===== src/rtl/uart_pkg.sv =====
// Shared UART TX definitions: line-select encodings, controller states, default width.
// The serializer's line mux decodes the same MUX_* values.
package uart_pkg;

    localparam int UART_DATA_WIDTH = 8;

    localparam logic [2:0] MUX_IDLE   = 3'd0;
    localparam logic [2:0] MUX_START  = 3'd1;
    localparam logic [2:0] MUX_DATA   = 3'd2;
    localparam logic [2:0] MUX_PARITY = 3'd3;
    localparam logic [2:0] MUX_STOP   = 3'd4;

    typedef enum logic [2:0] {
        IDLE,
        ALIGN,
        START,
        DATA,
        PARITY,
        STOP
    } tx_state_t;

    // ALIGN idles the line: the frame has not started until the first full tick interval.
    function automatic logic [2:0] state_to_mux(input tx_state_t s);
        logic [2:0] sel;
        sel = MUX_IDLE;
        case (s)
            START:   sel = MUX_START;
            DATA:    sel = MUX_DATA;
            PARITY:  sel = MUX_PARITY;
            STOP:    sel = MUX_STOP;
            default: sel = MUX_IDLE;
        endcase
        return sel;
    endfunction

endpackage


===== src/rtl/uart_tx_ctrl.sv =====
// UART TX sequencer: latches a byte on accept, then steps start/data/parity/stop on baud_tick.
// All outputs registered; mux_sel lags the state by one UCLK; tx_ready is low for the whole frame.
module uart_tx_ctrl
    import uart_pkg::*;
#(
    parameter  int DATA_WIDTH = UART_DATA_WIDTH,
    localparam int FRAME_W    = $clog2(DATA_WIDTH)
) (
    input  logic                  UCLK,
    input  logic                  reset,
    input  logic                  baud_tick,
    input  logic [DATA_WIDTH-1:0] tx_data,
    input  logic                  tx_valid,
    output logic                  tx_ready,
    input  logic                  par_en,
    input  logic                  par_odd,
    input  logic                  stop2,
    output logic [DATA_WIDTH-1:0] parallel_data,
    output logic                  ser_en,
    output logic [FRAME_W-1:0]    frame,
    output logic [2:0]            mux_sel,
    output logic                  parity_bit,
    output logic                  busy,
    output logic                  tx_done
);

    tx_state_t state, state_nxt;

    logic                  par_en_q, stop2_q, stop_cnt;
    logic                  accept, last_data, stop_last;

    logic                  tx_ready_d, busy_d, tx_done_d, ser_en_d, parity_d;
    logic                  par_en_d, stop2_d, stop_cnt_d;
    logic [FRAME_W-1:0]    frame_d;
    logic [2:0]            mux_sel_d;
    logic [DATA_WIDTH-1:0] data_d;

    assign accept    = tx_valid && tx_ready;
    assign last_data = (frame == FRAME_W'(DATA_WIDTH - 1));
    assign stop_last = !stop2_q || stop_cnt;

    always_ff @(posedge UCLK or posedge reset) begin
        if (reset) state <= IDLE;
        else       state <= state_nxt;
    end

    always_comb begin
        state_nxt = state;
        case (state)
            IDLE:    if (accept)    state_nxt = ALIGN;
            ALIGN:   if (baud_tick) state_nxt = START;
            START:   if (baud_tick) state_nxt = DATA;
            DATA:    if (baud_tick && last_data) state_nxt = par_en_q ? PARITY : STOP;
            PARITY:  if (baud_tick) state_nxt = STOP;
            STOP:    if (baud_tick && stop_last) state_nxt = IDLE;
            default: state_nxt = IDLE;
        endcase
    end

    always_comb begin
        tx_ready_d = (state_nxt == IDLE);
        busy_d     = (state_nxt != IDLE);
        tx_done_d  = (state == STOP) && baud_tick && stop_last;
        ser_en_d   = baud_tick && ((state == START) || ((state == DATA) && !last_data));
        mux_sel_d  = state_to_mux(state);

        frame_d = frame;
        if (baud_tick && (state == START))
            frame_d = '0;
        else if (baud_tick && (state == DATA) && !last_data)
            frame_d = frame + FRAME_W'(1);

        // Second stop bit is counted by a single flag that is cleared outside STOP.
        stop_cnt_d = (state == STOP) ? (stop_cnt | baud_tick) : 1'b0;

        data_d   = parallel_data;
        parity_d = parity_bit;
        par_en_d = par_en_q;
        stop2_d  = stop2_q;
        if (accept) begin
            data_d   = tx_data;
            parity_d = (^tx_data) ^ par_odd;
            par_en_d = par_en;
            stop2_d  = stop2;
        end
    end

    always_ff @(posedge UCLK or posedge reset) begin
        if (reset) begin
            tx_ready      <= 1'b1;
            busy          <= 1'b0;
            tx_done       <= 1'b0;
            ser_en        <= 1'b0;
            frame         <= '0;
            mux_sel       <= MUX_IDLE;
            parallel_data <= '0;
            parity_bit    <= 1'b0;
            par_en_q      <= 1'b0;
            stop2_q       <= 1'b0;
            stop_cnt      <= 1'b0;
        end else begin
            tx_ready      <= tx_ready_d;
            busy          <= busy_d;
            tx_done       <= tx_done_d;
            ser_en        <= ser_en_d;
            frame         <= frame_d;
            mux_sel       <= mux_sel_d;
            parallel_data <= data_d;
            parity_bit    <= parity_d;
            par_en_q      <= par_en_d;
            stop2_q       <= stop2_d;
            stop_cnt      <= stop_cnt_d;
        end
    end

endmodule


===== config.mk =====
export PLATFORM = sky130hd
export DESIGN_NAME = uart_tx_ctrl
export DESIGN_NICKNAME = d
export VERILOG_FILES = /design/src/rtl/uart_pkg.sv /design/src/rtl/uart_tx_ctrl.sv
export SDC_FILE = /design/constraint.sdc
export NUM_CORES = 1
export LEC_CHECK = 0
export ABC_AREA = 1
export BUFFER_PORTS_ARGS = -buffer_cell sky130_fd_sc_hd__buf_2
export CORE_MARGIN = 1
export CORE_UTILIZATION = 30
export CTS_BUF_LIST = sky130_fd_sc_hd__clkbuf_8 sky130_fd_sc_hd__clkbuf_16
export DETAILED_ROUTE_END_ITERATION = 8
export PLACE_DENSITY_LB_ADDON = 0.3
export SLEW_MARGIN = 20
export SYNTH_ARGS = -nofsm -noshare
export SYNTH_HDL_FRONTEND = slang
export SYNTH_SLANG_ARGS = --single-unit

===== constraint.sdc =====
create_clock -name UCLK -period 1.6 [get_ports UCLK]
set_input_delay 0.32 -clock UCLK [delete_from_list [all_inputs] [get_ports UCLK]]
set_output_delay 0.32 -clock UCLK [all_outputs]
set_load 0.05 [all_outputs]

==> results by group <==
Route
  – Final antenna-violating net count: 0
  – DRT Wirelength: 2.154 mm
  – Via Count: 959
  – DRC errors left: 0
  – Drt first pass iters: 4
  – Initial DRC count: 14
  – WL per Instance: 9.447 um
  – Vias per Instance: 4.206

Synth
  – Yosys warns: 0
  – Commonest cells post-synth: 51 x nand2_1, 24 x dfrtp_1, 20 x inv_1, 11 x o21ai_0, 10 x nor2_1
  – Adder-Cell Fraction of Synth Area: 2.193%
  – Mean Syn Cell Area: 8.093 sq um
  – Synth top area share: 52.63%
  – Library cells used by synthesis: 18
  – Yosys reg bits: 25
  – Combinational family with the most area after synthesis: simple AND/OR/NAND/NOR gates
  – Post-synthesis sequential area ratio: 54.93%
  – Ys async rst share: 100.0%
  – Number of flops mapped to enable cells by yosys: 0
  – Post-synthesis simple-gate area fraction: 27.41%
  – Most instantiated library cell after synthesis: nand2_1
  – Syn Inst Count: 141
  – Synthesized cell area: 1141 sq um
  – Top cells by area, synth: dfrtp_1 53%, nand2_1 17%, inv_1 6.6%, o21ai_0 4.8%, nor2_1 3.3%
  – Mapped Nets: 158
  – Mux cell area share after synthesis: 0%
  – Post-synthesis xor/xnor area fraction: 0.7675%
  – Yosys top cell by area: dfrtp_1
  – Primary FF master, synth: dfrtp_1
  – Compound-Gate Fraction of Synth Area: 7.127%

Placement
  – Cell area after placement: 1380 sq um
  – Post-Place Worst Slack: 108.1 ps
  – Detailed placement HPWL: 1.721 mm
  – Placed Cells: 223
  – Gp weighted congestion: 0.8504
  – IO Port Bufs: 33

Finish
  – # nets final: 198
  – Register area: 629.4 sq um
  – P&R area growth vs syn: 25.99%
  – Cell area after layout: 1438 sq um
  – Area occupied by multi-input gates: 430.4 sq um
  – Share of cells above drive strength 1: 27.22%
  – Fill cells: 380
  – Fin util: 39.27%
  – # diodes: 0
  – Post-Layout Cell Count: 228

Clock network
  – Total CTS buffers: 3
  – Clock slew at reported path FFs: 80 ps
  – H-tree levels: 1
  – TritonCTS clock tree: built
  – Later-pin clock latency in the skew report: 270 ps
  – Clk sinks: 25
  – CTS max path bufs: 2
  – Root Buffer: clkbuf_8
  – Postcts setup bufs: 0

Global route
  – First-pass GRT wire length: 3.684 mm
  – Initial antenna violation count: 0
  – GRT Total Usage: 11.81%
  – Vias in the first global route: 859
  – Congestion Overflow GR: 0
  – Pin count of the biggest net entering global routing: 20

Setup path
  – Max incr delay on CP: 430 ps
  – Critical Path, Cell by Cell: ha_1 > ha_2 > nand2_1 > inv_1 > nand3_1 > nand3_1 > nor2_1 > nand3_2
  – Type of the worst setup path: register to register
  – Type of origin of the critical path: register
  – Crit. End Element: register
  – FF-to-FF setup slack: 130 ps
  – Crit-path max FO: 4
  – CP top delay family: simple AND/OR/NAND/NOR gates
  – Critical Path RT: 1750 ps
  – Worst path bufs/invs: 1
  – Most used cell, CP: nand3_1
  – Critical Path AT: 1620 ps
  – Worst path slowest cell: dfrtp_2

Pwr
  – Pwr/cell area: 1896 nW/um^2
  – Cell leakage power: 0.8283 nW
  – Total power draw: 2.726 mW
  – Max IR drop VDD: 0.0006948 V

Worst hold path
  – Hold WC Path Type: input port to register

STA
  – Hold WS: 242.9 ps
  – Final worst slack: 128.1 ps
  – Fin Setup TNS: 0 ps
  – Worst-margin pin slew: 254.0 ps
  – Final worst path period need: 1472 ps
  – RSZ-0062 raised after global routing: false
  – Final period util: 92.00%
  – Max_slew headroom: 83.05%
  – Max Freq: 0.6794 GHz
  – Final hold violation count: 0
  – Fin. max-slew vios: 0
  – Final Skew: 3.658 ps
  – Setup violations, final: 0

Floorplan
  – Area of the die: 4055 sq um
  – IO Pins: 34
  – Initial Util: 31.17%
  – FP Rows: 22
  – Die Wd: 63.68 um
  – Die Span Y: 63.68 um
  – CORE AREA: 3661 sq um

Outcome
  – Run status: finished clean

Run
  – Number of max-cap violations: 0
## sequential cells by signal, summed over array words and instances, names as in the netlist
name           cells
par_en_q           1
tx_ready           1
stop_cnt           1
state              3
mux_sel            3
stop2_q            1
parallel_data      8
frame              3
tx_done            1
busy               1
parity_bit         1
ser_en             1
## cell usage in the layout (no fill, tap or decap)
cell and n:
nor2_2 2, xor2_1 1, inv_1 21, a31oi_1 1, nor2_1 10, dfstp_2 1, ha_2 1, nand3_1 7
buf_4 2, nor3_2 2, nand2_1 51, a21oi_1 2, nand3_2 1, buf_2 33, ha_1 1, dlygate4sd3_1 1
inv_2 2, and3_1 1, o21ai_1 2, dfrtp_1 22, dfrtp_2 2, o21ai_0 11, clkbuf_8 3
## cells by family (layout without fill, tap and decap cells)
| group | Yosys count | count (layout) |
|---|---|---|
| compound gates | 16 | 16 |
| xor+xnor | 1 | 1 |
| buf+inv | 23 | 62 |
| fa+ha+maj | 2 | 2 |
| simple gates | 74 | 74 |
| flops | 25 | 25 |
## worst reg2reg max path, stage by stage (launching register included)
cell and delay, ps:
dfrtp_2 430, ha_1 200, ha_2 190, nand2_1 90, inv_1 50, nand3_1 70
nand3_1 100, nor2_1 140, nand3_2 100
## per-layer routing
layer	wire, um	track usage [%]	vias up
met4	55	7.670	0
met2	980	18.09	19
met5	0	0	-
met1	1042	15.70	424
li1	-	-	511
met3	75	1.268	5
## power breakdown
part | internal [mW] | total [mW] | switching (mW) | leakage [nW]
combinational | 0.324 | 1.36 | 1.03 | 0.496
clock | 0.172 | 0.365 | 0.193 | 0.0269
sequential | 0.873 | 1.00 | 0.129 | 0.306
## repair_timing
item                       4_1_cts  5_1_grt
setup endpoints to repair        0        1
hold endpoints to repair         6        0
hold buffers                     1        0
gates resized for setup          0        1
## final cells by class
class                   count  share of cell area [%]
flip-flops and latches     25                   43.78
multi-input cells          93                   29.94
repair buffers             36                   13.23
inverters                  22                   5.744
well taps                  48                   4.178
clock buffers               3                   2.872
clock inverters             1                  0.2611
## path summary, 6_finish.rpt
check | startpoint | cells after the start | end
max in group asynchronous | reset | 4 | tx_ready$_DFF_PP1_
hold / removal | par_en | 3 | par_en_q$_DFFE_PP0P_
min in group asynchronous | reset | 3 | parallel_data[5]$_DFFE_PP0P_
hold reg to reg | frame[0]$_DFFE_PP0P_ | 1 | frame[0]$_DFFE_PP0P_
setup reg to reg | frame[0]$_DFFE_PP0P_ | 8 | busy$_DFF_PP0_
setup / recovery | frame[0]$_DFFE_PP0P_ | 8 | busy$_DFF_PP0_
(Power assumes the default switching activity.)
